[config.mk]
export PLATFORM = sky130hd
export DESIGN_NAME = simple_bus_arbiter
export DESIGN_NICKNAME = d
export VERILOG_FILES = /design/src/rtl/simple_bus_arbiter.sv
export SDC_FILE = /design/constraint.sdc
export NUM_CORES = 1
export LEC_CHECK = 0
export CAP_MARGIN = 20
export CORE_MARGIN = 2
export CORE_UTILIZATION = 45
export DETAILED_ROUTE_END_ITERATION = 8
export GPL_TIMING_DRIVEN = 0
export PLACE_DENSITY = 0.85
export SKIP_LAST_GASP = 1
export SLEW_MARGIN = 20
export SYNTH_ARGS = -nofsm -noshare
export SYNTH_HDL_FRONTEND = slang
export SYNTH_SLANG_ARGS = --single-unit
[constraint.sdc]
create_clock -name clk -period 2 [get_ports clk]
set_input_delay 0.2 -clock clk [delete_from_list [all_inputs] [get_ports clk]]
set_output_delay 0.2 -clock clk [all_outputs]
set_load 0.01 [all_outputs]
[src/rtl/simple_bus_arbiter.sv]
`timescale 1ns/1ps
`default_nettype none
// ============================================================================
// Module      : simple_bus_arbiter
// Description : Round-robin sequencer sharing one command bus between N
//               requesters: issue, wait for done/timeout, then bus-reset.
// Revision    : 1.0 - initial release
// ============================================================================
module simple_bus_arbiter #(
    parameter int N          = 4,
    parameter int TIMEOUT    = 32,
    parameter int CLR_CYCLES = 2
) (
    input  logic           clk,
    input  logic           rst,
    input  logic [N-1:0]   req,
    input  logic [4*N-1:0] req_cmd,
    output logic [N-1:0]   grant,
    output logic [N-1:0]   ack,
    output logic           err_to,
    output logic           busy,
    output logic           bus_en,
    output logic [3:0]     bus_cmd,
    output logic           bus_rst,
    input  logic           bus_done
);

    localparam int C_IDX_W = $clog2(N);
    localparam int C_TMR_W = $clog2(TIMEOUT);
    localparam int C_CLR_W = (CLR_CYCLES > 1) ? $clog2(CLR_CYCLES) : 1;

    localparam logic [C_IDX_W-1:0] C_IDX_LAST = C_IDX_W'(N - 1);
    localparam logic [C_TMR_W-1:0] C_TMR_LAST = C_TMR_W'(TIMEOUT - 1);
    localparam logic [C_CLR_W-1:0] C_CLR_LOAD = C_CLR_W'(CLR_CYCLES - 1);

    typedef enum logic [1:0] {
        S_IDLE  = 2'd0,
        S_ISSUE = 2'd1,
        S_WAIT  = 2'd2,
        S_CLEAR = 2'd3
    } state_t;

    state_t               state_q,   state_d;
    logic [C_IDX_W-1:0]   ptr_q,     ptr_d;
    logic [C_IDX_W-1:0]   owner_q,   owner_d;
    logic [C_TMR_W-1:0]   timer_q,   timer_d;
    logic [C_CLR_W-1:0]   clr_cnt_q, clr_cnt_d;
    logic [N-1:0]         grant_q,   grant_d;
    logic [N-1:0]         ack_q,     ack_d;
    logic                 err_to_q,  err_to_d;
    logic                 bus_en_q,  bus_en_d;
    logic [3:0]           bus_cmd_q, bus_cmd_d;
    logic                 bus_rst_q, bus_rst_d;
    logic                 busy_q,    busy_d;

    logic                 sel_found;
    logic [C_IDX_W-1:0]   sel_idx;
    logic [C_IDX_W-1:0]   cand;
    logic [C_IDX_W-1:0]   next_ptr;

    // Scan downward so the smallest offset from the pointer is written last and wins.
    always_comb begin
        sel_found = 1'b0;
        sel_idx   = '0;
        cand      = '0;
        for (int i = N - 1; i >= 0; i--) begin
            cand = C_IDX_W'((int'(ptr_q) + i) % N);
            if (req[cand]) begin
                sel_found = 1'b1;
                sel_idx   = cand;
            end
        end
    end

    assign next_ptr = (owner_q == C_IDX_LAST) ? '0 : owner_q + 1'b1;

    always_comb begin
        state_d   = state_q;
        ptr_d     = ptr_q;
        owner_d   = owner_q;
        timer_d   = timer_q;
        clr_cnt_d = clr_cnt_q;
        grant_d   = grant_q;
        ack_d     = '0;
        err_to_d  = 1'b0;
        bus_en_d  = 1'b0;
        bus_cmd_d = bus_cmd_q;
        bus_rst_d = bus_rst_q;
        busy_d    = busy_q;

        case (state_q)
            S_IDLE: begin
                if (sel_found) begin
                    state_d          = S_ISSUE;
                    owner_d          = sel_idx;
                    grant_d          = '0;
                    grant_d[sel_idx] = 1'b1;
                    bus_cmd_d        = req_cmd[4*sel_idx +: 4];
                    bus_en_d         = 1'b1;
                    busy_d           = 1'b1;
                end
            end
            S_ISSUE: begin
                state_d = S_WAIT;
                timer_d = '0;
            end
            S_WAIT: begin
                // Done is checked first so a coincident timeout still completes as success.
                if (bus_done || (timer_q == C_TMR_LAST)) begin
                    state_d   = S_CLEAR;
                    clr_cnt_d = C_CLR_LOAD;
                    bus_rst_d = 1'b1;
                    ptr_d     = next_ptr;
                    if (bus_done) begin
                        ack_d = grant_q;
                    end else begin
                        err_to_d = 1'b1;
                    end
                end else begin
                    timer_d = timer_q + 1'b1;
                end
            end
            S_CLEAR: begin
                if (clr_cnt_q == '0) begin
                    state_d   = S_IDLE;
                    grant_d   = '0;
                    bus_rst_d = 1'b0;
                    busy_d    = 1'b0;
                end else begin
                    clr_cnt_d = clr_cnt_q - 1'b1;
                end
            end
            default: begin
                state_d = S_CLEAR;
            end
        endcase
    end

    always_ff @(posedge clk) begin
        if (rst) begin
            state_q   <= S_CLEAR;
            ptr_q     <= '0;
            owner_q   <= '0;
            timer_q   <= '0;
            clr_cnt_q <= C_CLR_LOAD;
            grant_q   <= '0;
            ack_q     <= '0;
            err_to_q  <= 1'b0;
            bus_en_q  <= 1'b0;
            bus_cmd_q <= '0;
            bus_rst_q <= 1'b1;
            busy_q    <= 1'b1;
        end else begin
            state_q   <= state_d;
            ptr_q     <= ptr_d;
            owner_q   <= owner_d;
            timer_q   <= timer_d;
            clr_cnt_q <= clr_cnt_d;
            grant_q   <= grant_d;
            ack_q     <= ack_d;
            err_to_q  <= err_to_d;
            bus_en_q  <= bus_en_d;
            bus_cmd_q <= bus_cmd_d;
            bus_rst_q <= bus_rst_d;
            busy_q    <= busy_d;
        end
    end

    assign grant   = grant_q;
    assign ack     = ack_q;
    assign err_to  = err_to_q;
    assign busy    = busy_q;
    assign bus_en  = bus_en_q;
    assign bus_cmd = bus_cmd_q;
    assign bus_rst = bus_rst_q;

endmodule
`default_nettype wire

Word-level counts from Yosys, hierarchy flattened --
Cells that the tools add are included.
Cells by class: add/sub/neg operators 6, order comparisons 6, eq/ne operators 9, shift-type cells 1, muxes and demuxes 37, bitwise logic cells 4, reductions and logical operators 16
Operator list (count):
- $mux 2 | 8
- $shiftx 16x5->4 | 1
- $lt 2x3->1 const B | 5
- $mux 1 | 15
- $pmux 5 s2 | 1
- $reduce_and 3->1 | 3
- $bmux 1 s2 | 4
- $mux 4 | 2
- $ne 2x2->1 const B | 4
- $pmux 2 s4 | 1
- $pmux 4 s2 | 1
- $reduce_and 2->1 | 4
- $eq 2x2->1 const B | 3
- $pmux 1 s2 | 3
- $reduce_bool 2->1 | 3
- $add 5x1->5 const B | 1
- $eq 5x5->1 const B | 1
- $mux 5 | 1
- $add 2x1->2 const B | 2
- $add 2x2->2 const B | 2
- $not 1->1 | 4
- $reduce_or 4->1 | 1
- $reduce_or 3->1 | 1
- $demux 1 s2 | 1
- other kinds (7) | 7
Word-level totals: bits in registers 28, input bits 23, output and inout port bits 16, logic and storage cells 91

Depth between registers and ports, before layout --
Gate-level depths: netlist of the first run.
depth after elaboration 13, gate-level depth with buffers 8, gate-level depth less buffers 8

Worst setup path after synthesis of the first run --
OpenSTA, ideal clock, no wires.
path type flip-flop to flip-flop, from reg timer_q[0], to reg bus_rst_q, in the netlist bus_rst, setup time 0.122 ns, arrival time 1.653 ns, required time 1.878 ns, setup slack 0.225 ns, stages on the path, launching flop included 8, buffers on the path 0, clock period less this slack 1.775 ns, cells stage by stage dfxtp_1 > ha_1 > and3_1 > ha_1 > nor2_1 > nor2_1 > a21o_1 > a221o_1
Between the ends: cells in the longest elaborated chain, start to end 4
RTL lines:
- start: declaration | RTL line 46 | logic [C_TMR_W-1:0] timer_q, timer_d;
- start signal: assignment | RTL line 157 | timer_q <= timer_d;
- $eq 5x5->1 | RTL line 109 | if (bus_done || (timer_q == C_TMR_LAST)) begin
- $logic_or 1x1->1 | RTL line 109
- $ne 2x2->1 (no source line)
- $reduce_and 3->1 (no source line)
- end signal: assignment | RTL line 164 | bus_rst_q <= bus_rst_d;
- end: declaration | RTL line 53 | logic bus_rst_q, bus_rst_d;
No other way between the ends. A chain may end at the register's enable or synchronous reset.

Final worst setup path of the first run --
from reg timer_q[0], to reg timer_q[4]
Between the ends: cells in the longest elaborated chain, start to end 4, elaborated cells between the ends (all ways) 7, classes of those cells 1 x add/sub; 2 x eq/ne; 2 x mux; 2 x reduce/logical
RTL lines:
- branches (longest 4 deep; another with $add 5x1->5)
Parallel ways; which one is timed is not known. The select of a mux whose other input is x is not followed.

==> flow_metrics.py, run 1 <==
metrics = {
    "outcome": {
        "run_status": "finished clean",
    },
    "setup_path": {
        "crit_path_start": "timer_q[0]$_SDFFE_PP0P_",
        "critPathSlowestCell": "sky130_fd_sc_hd__dfxtp_1",
        "worstPathRequired_ps": 2230,
        "worst-path-stages": 7,
        "setup.worst_path.end_class": "flip-flop",
        "path_delay_family": "compound AO/OA/AOI/OAI gates",
        "critPathKind": "flip-flop to flip-flop",
        "critical-path-max-stage-delay_ps": 360,
        "worst-endpoint-arrival_ps": 2100,
        "path_max_fanout": 4,
        "path_buf_inv": 0,
        "timing.reg2reg.worst_path_depth": 7,
        "r2r_slack_ps": 130,
        "worst_r2r_startpoint": "timer_q[0]$_SDFFE_PP0P_",
        "worstReg2RegEnd": "timer_q[4]$_SDFFE_PP0P_",
        "cell_breakdown_of_the_critical_path": "ha_1 -> and3_1 -> ha_1 -> o21ai_1 -> nand2_1 -> a22oi_1 -> nor2_1",
        "setup.worst_path.start_class": "flip-flop",
        "critical_path.endpoint": "timer_q[4]$_SDFFE_PP0P_",
        "path_common_cell": "sky130_fd_sc_hd__ha_1",
    },
    "floorplanning": {
        "design.die.area_um2": 3420,
        "ioPinCount": 39,
        "die_x_um": 58.4,
        "die_height_um": 58.4,
        "row_count": 19,
        "design.core.area_um2": 2780,
        "initial_core_util": 0.480,
    },
    "finish": {
        "n_antenna_cell": 0,
        "finalCoreUtilization": 0.649,
        "synthesis_to_layout_area_growth_pct": 35.4,
        "most-common-layout-cells": "37 x sky130_fd_sc_hd__clkdlybuf4s50_1, 28 x sky130_fd_sc_hd__dfxtp_1, 14 x sky130_fd_sc_hd__nor2_1, 11 x sky130_fd_sc_hd__mux2i_1, 11 x sky130_fd_sc_hd__nand2_1",
        "finalNetCount": 216,
        "most_frequent_standard_cell_in_the_layout_excluding_fill_and_tap_cells": "sky130_fd_sc_hd__clkdlybuf4s50_1",
        "drive_gt1_frac": 0.0649,
    },
    "clocking": {
        "cts-hold-fix-buffers": 0,
        "cts.repair_timing.setup_buffer_count": 0,
        "cts_max_level": 1,
        "cts_sinks": 28,
        "clk_root_buffer_cell": "sky130_fd_sc_hd__clkbuf_4",
        "clockBufferDepth": 2,
        "skew_pair_late_insertion_delay_ps": 330,
        "cts_inserted_buffers": 3,
        "tritoncts": "yes",
        "clk_pin_slew_ps": 140,
    },
    "power_and_ir_drop": {
        "power_w": 0.00170,
        "pwr-share-comb": 0.383,
        "power.leakage_nw": 0.768,
        "power.ir.vdd_worst_uv": 926,
        "p_clk_frac": 0.218,
        "netSwitchingPower_w": 0.000563,
        "power.share.switching": 0.332,
        "power_per_unit_of_standard_cell_area_nw_per_um2": 940,
        "cell_internal_pwr_w": 0.00113,
        "p_seq_frac": 0.399,
    },
    "place": {
        "dp_hpwl_um": 2460,
        "routabilityCongestion": 0.777,
        "dpl_worst_slack_ps": -76.3,
        "placement.io_buffers": 37,
    },
    "logic_synthesis": {
        "synth_area_leader": "sky130_fd_sc_hd__dfxtp_1",
        "syn_inst": 144,
        "yosys_register_bits": 28,
        "post_synth_instance_area_um2": 1330,
        "postSynthNetCount": 174,
        "synth-async-reset-ratio": 0,
        "synth_top_area_share": 0.420,
        "synth_edf_count": 0,
        "ys_top_cells_by_area": "sky130_fd_sc_hd__dfxtp_1 42%, sky130_fd_sc_hd__mux2i_1 8.3%, sky130_fd_sc_hd__ha_1 6.6%",
        "synth_flop_cell": "sky130_fd_sc_hd__dfxtp_1",
        "yosys_warnings": 0,
        "yosysUniqueCellTypes": 37,
        "synth_sequential_area_ratio": 0.420,
        "synth_area_per_cell_um2": 9.26,
    },
    "timing": {
        "finalHoldWorstSlack_ps": 154,
        "final-setup-viol-count": 0,
        "fin_crit_ps": 1870,
        "setup_repair_after_global_routing_missed_its_margin": "no",
        "hold_viol_final": 0,
        "fmax_mhz": 536,
        "timing.clock.skew_ps": 3.97,
        "maxSlewViolCount": 0,
        "worst_pin_slew_ps": 591,
        "timing.final.crit_share": 0.933,
        "slew_headroom": 0.602,
        "finalSetupTns_ps": 0,
        "layout_setup_ws_ps": 135,
    },
    "global_routing": {
        "grt_pass1_vias": 1163,
        "grt_antenna_before_repair": 0,
        "overflow_after_grt": 0,
        "grt_usage": 0.192,
        "global_route_wire_length_before_repair_um": 5180,
        "maximum_number_of_pins_on_one_net_before_global_route_repair": 17,
    },
    "worst_hold_path": {
        "worst_hold_path_type": "input pin to flip-flop",
        "worst_hold_path.num_cells": 2,
    },
    "routing": {
        "post_drt_via_cell_ratio": 5.62,
        "final_antenna_net_count": 0,
        "drt_pre_antenna_iters": 5,
        "vias": 1214,
        "wl_um": 3210,
        "detail_route.drc_violations": 0,
        "wl_per_cell_um": 14.8,
        "first_iter_violations": 24,
    },
    "run": {
        "max_cap_violations": 0,
    },
}
synthesized netlist by cell type, drive strengths merged (2+ instances only):
library cell / instances
ha: 7
and3: 2
nor2: 17
clkbuf: 2
mux2i: 11
a32oi: 2
a21o: 2
a221o: 2
a22oi: 2
nand3b: 3
nand2: 11
nand3: 4
buf: 3
o221ai: 4
a211o: 2
nand2b: 5
nor3: 3
a22o: 2
o21ai: 2
inv: 7
dfxtp: 28
and2: 4
a21oi: 9
metal layers:
metal  up-vias  GRT usage  share of wire
li1        602          -              -
met1       577      0.236           0.42
met2        29      0.339           0.53
met3         6     0.0418          0.036
met4         0     0.0498         0.0094
met5         -          0              0
cell type report:
class | count | area (µm²)
repair buffers | 37 | 370
flip-flops and latches | 28 | 561
inverters | 7 | 26.3
well taps | 31 | 38.8
fillers | 231 | 976
plain buffers | 5 | 35.0
multi-input cells | 104 | 722
clock inverters | 1 | 30.0
clock buffers | 3 | 22.5
through the flow:
stage               cell area, µm²  instances
floorplan                     1330        144
global placement              1740        212
detailed placement            1740        212
CTS                           1800        216
global route                  1810        216
finish                        1810        216
kinds of logic (layout without fill, tap and decap cells):
logic type | Yosys count | count (layout) | synth area share
compound gates | 32 | 32 | 0.179
fa+ha+maj | 7 | 7 | 0.0657
buf+inv | 12 | 53 | 0.0460
flops | 28 | 28 | 0.420
mux | 11 | 11 | 0.0826
simple gates | 54 | 54 | 0.206
worst min path at each step:
stage / startpoint / end / slack, ps
after global routing: rst / timer_q[2]$_SDFFE_PP0P_ / 150
after CTS: rst / timer_q[2]$_SDFFE_PP0P_ / 150
after detailed placement: grant[1]$_SDFFE_PP0P_ / grant[1]$_SDFFE_PP0P_ / 470
after floorplan: bus_done / err_to$_SDFF_PP0_ / 280
final: rst / grant[1]$_SDFFE_PP0P_ / 150
after global placement: grant[1]$_SDFFE_PP0P_ / grant[1]$_SDFFE_PP0P_ / 450
sequential cells by signal (all words and copies together), names as in the netlist:
register and cells:
timer_q 5, ack 4, bus_cmd 4, grant 4
owner_q 2, ptr_q 2, state_q 2, bus_en 1
bus_rst 1, busy 1, clr_cnt_q 1, err_to 1
timing repair:
action | 4_1_cts | 5_1_grt
resized for setup | 1 | 3
pin swaps | 0 | 0
endpoints found under the hold margin | 0 | 0
setup endpoints to repair | 1 | 6
gates cloned | 0 | 0
power by group through the flow:
stage	Sequential, W	Combinational (W)	Clock (W)
6_report	0.000678	0.000650	0.000369
5_1_grt	0.000686	0.000715	0.000401
4_1_cts	0.000677	0.000633	0.000378
3_5_place_dp	0.000689	0.000630	0
3_3_place_gp	0.000684	0.000603	0
2_1_floorplan	0.000693	0.000422	0
(Power assumes the default switching activity.)
==> run 2: changes to the inputs <==
Settings changed: ABC_CLOCK_PERIOD_IN_PS set to 2000.
==> results of run 2 <==
Final layout, timing and power as in run 1 (identical DEF).
==> run 3: changes to the inputs <==
Settings changed: DONT_BUFFER_PORTS set to 1, PLACE_DENSITY 0.85 to 0.68.
==> run 3 against run 2 <==
Die area stayed put. Wire length fell by 16%. Clock-buffer cell count grew 1. Largest power group unchanged.
==> flow_metrics.py, run 3 (same netlist as run 1, synthesis figures left out) <==
metrics = {
    "outcome": {
        "run_status": "finished clean",
    },
    "clocking": {
        "clk_pin_slew_ps": 150,
        "clockBufferDepth": 2,
        "cts_sinks": 28,
        "skew_pair_late_insertion_delay_ps": 330,
        "cts_inserted_buffers": 3,
        "cts_max_level": 1,
        "tritoncts": "yes",
        "clk_root_buffer_cell": "sky130_fd_sc_hd__clkbuf_4",
    },
    "timing": {
        "timing.clock.skew_ps": 9.73,
        "finalSetupTns_ps": 0,
        "hold_viol_final": 0,
        "final-setup-viol-count": 0,
        "maxSlewViolCount": 0,
        "slew_headroom": 0.665,
        "fin_crit_ps": 1860,
        "layout_setup_ws_ps": 145,
        "fmax_mhz": 539,
        "worst_pin_slew_ps": 498,
        "timing.final.crit_share": 0.928,
        "setup_repair_after_global_routing_missed_its_margin": "no",
    },
    "setup_path": {
        "path_max_fanout": 6,
        "critPathSlowestCell": "sky130_fd_sc_hd__dfxtp_1",
        "setup.worst_path.end_class": "flip-flop",
        "critical-path-max-stage-delay_ps": 360,
        "critPathKind": "flip-flop to flip-flop",
        "cell_breakdown_of_the_critical_path": "ha_1 -> and3_1 -> ha_1 -> nor2_2 -> nor2_1 -> a21o_1 -> a221o_1",
        "setup.worst_path.start_class": "flip-flop",
        "worstPathRequired_ps": 2220,
        "path_common_cell": "sky130_fd_sc_hd__ha_1",
        "worst-endpoint-arrival_ps": 2080,
    },
    "floorplanning": {
        "initial_core_util": 0.480,
        "ioPinCount": 39,
        "design.core.area_um2": 2780,
        "row_count": 19,
        "die_height_um": 58.4,
        "die_x_um": 58.4,
        "design.die.area_um2": 3420,
    },
    "worst_hold_path": {
        "worst_hold_path_type": "input pin to flip-flop",
    },
    "routing": {
        "first_iter_violations": 33,
        "wl_um": 2700,
        "vias": 1081,
        "final_antenna_net_count": 0,
        "post_drt_via_cell_ratio": 6.01,
        "detail_route.drc_violations": 0,
        "wl_per_cell_um": 15.0,
        "drt_pre_antenna_iters": 4,
    },
    "power_and_ir_drop": {
        "power.leakage_nw": 0.625,
        "power.ir.vdd_worst_uv": 706,
        "power_per_unit_of_standard_cell_area_nw_per_um2": 1050,
    },
    "finish": {
        "most_frequent_standard_cell_in_the_layout_excluding_fill_and_tap_cells": "sky130_fd_sc_hd__dfxtp_1",
        "most-common-layout-cells": "28 x sky130_fd_sc_hd__dfxtp_1, 14 x sky130_fd_sc_hd__nor2_1, 11 x sky130_fd_sc_hd__mux2i_1, 11 x sky130_fd_sc_hd__nand2_1, 9 x sky130_fd_sc_hd__a21oi_1",
        "drive_gt1_frac": 0.0805,
        "synthesis_to_layout_area_growth_pct": 6.75,
        "largest_register": "timer_q",
        "finalNetCount": 180,
        "n_antenna_cell": 0,
        "largest_register_ff_count": 5,
    },
    "global_routing": {
        "grt_antenna_before_repair": 0,
        "overflow_after_grt": 0,
        "grt_usage": 0.166,
        "maximum_number_of_pins_on_one_net_before_global_route_repair": 16,
        "grt_pass1_vias": 1003,
        "global_route_wire_length_before_repair_um": 4410,
    },
    "place": {
        "dp_hpwl_um": 2090,
        "placement.io_buffers": 0,
        "dpl_worst_slack_ps": 29.4,
        "routabilityCongestion": 0.776,
    },
    "run": {
        "max_cap_violations": 0,
    },
}
-- run 3: worst paths after layout --
check,start,end,slack [ps],cells past startpoint
setup / recovery,timer_q[0]$_SDFFE_PP0P_,bus_rst$_SDFFE_PP1P_,140,7
hold / removal,req_cmd[15],bus_cmd[3]$_SDFFE_PP0P_,70,2
setup reg to reg,timer_q[0]$_SDFFE_PP0P_,bus_rst$_SDFFE_PP1P_,140,7
hold reg to reg,grant[3]$_SDFFE_PP0P_,grant[3]$_SDFFE_PP0P_,520,2
-- run 3: timing repair --
action,4_1_cts,5_1_grt
setup buffers,0,0
hold endpoints to repair,1,0
setup endpoints to repair,0,6
gates resized for setup,0,3
hold buffers,1,0
-- run 3: stage by stage --
| stage | hold WS (ps) | total power, W | cell area [µm²] | utilization | std cells |
|---|---|---|---|---|---|
| after floorplan | 276 | 0.00111 | 1330 | - | 144 |
| after global routing | 62.4 | 0.00159 | 1420 | 0.512 | 180 |
| after detailed placement | 290 | 0.00121 | 1370 | 0.493 | 175 |
| final | 69.5 | 0.00149 | 1420 | 0.512 | 180 |
| after CTS | 69.7 | 0.00149 | 1420 | 0.510 | 180 |
| after global placement | 290 | 0.00119 | 1370 | 0.493 | 175 |
-- run 3: report_power, final --
part	internal [W]	total, W	switching [W]
combinational	0.000220	0.000522	0.000302
sequential	0.000628	0.000695	0.0000678
clock	0.000111	0.000273	0.000161
total	0.000959	0.00149	0.000531
-- run 3: cell type report --
type                    count  area [µm²]
plain buffers               5        35.0
inverters                   7        26.3
clock buffers               4        36.3
fillers                   267        1360
flip-flops and latches     28         561
well taps                  31        38.8
repair buffers              1        10.0
multi-input cells         104         717
-- run 3: critical path: cells and delay by family (launching register included) --
family | cells | cell delay, ps
simple gates | 3 | 480
fa+ha+maj | 2 | 430
compound gates | 2 | 490
flops | 1 | 360
-- run 3: routing by layer --
layer | vias to the layer above | share of wire | GRT usage | wire, µm
met4 | 0 | 0.010 | 0.0498 | 27
li1 | 525 | - | - | -
met3 | 4 | 0.072 | 0.0352 | 195
met2 | 48 | 0.48 | 0.300 | 1310
met5 | - | 0 | 0 | 0
met1 | 504 | 0.43 | 0.195 | 1170
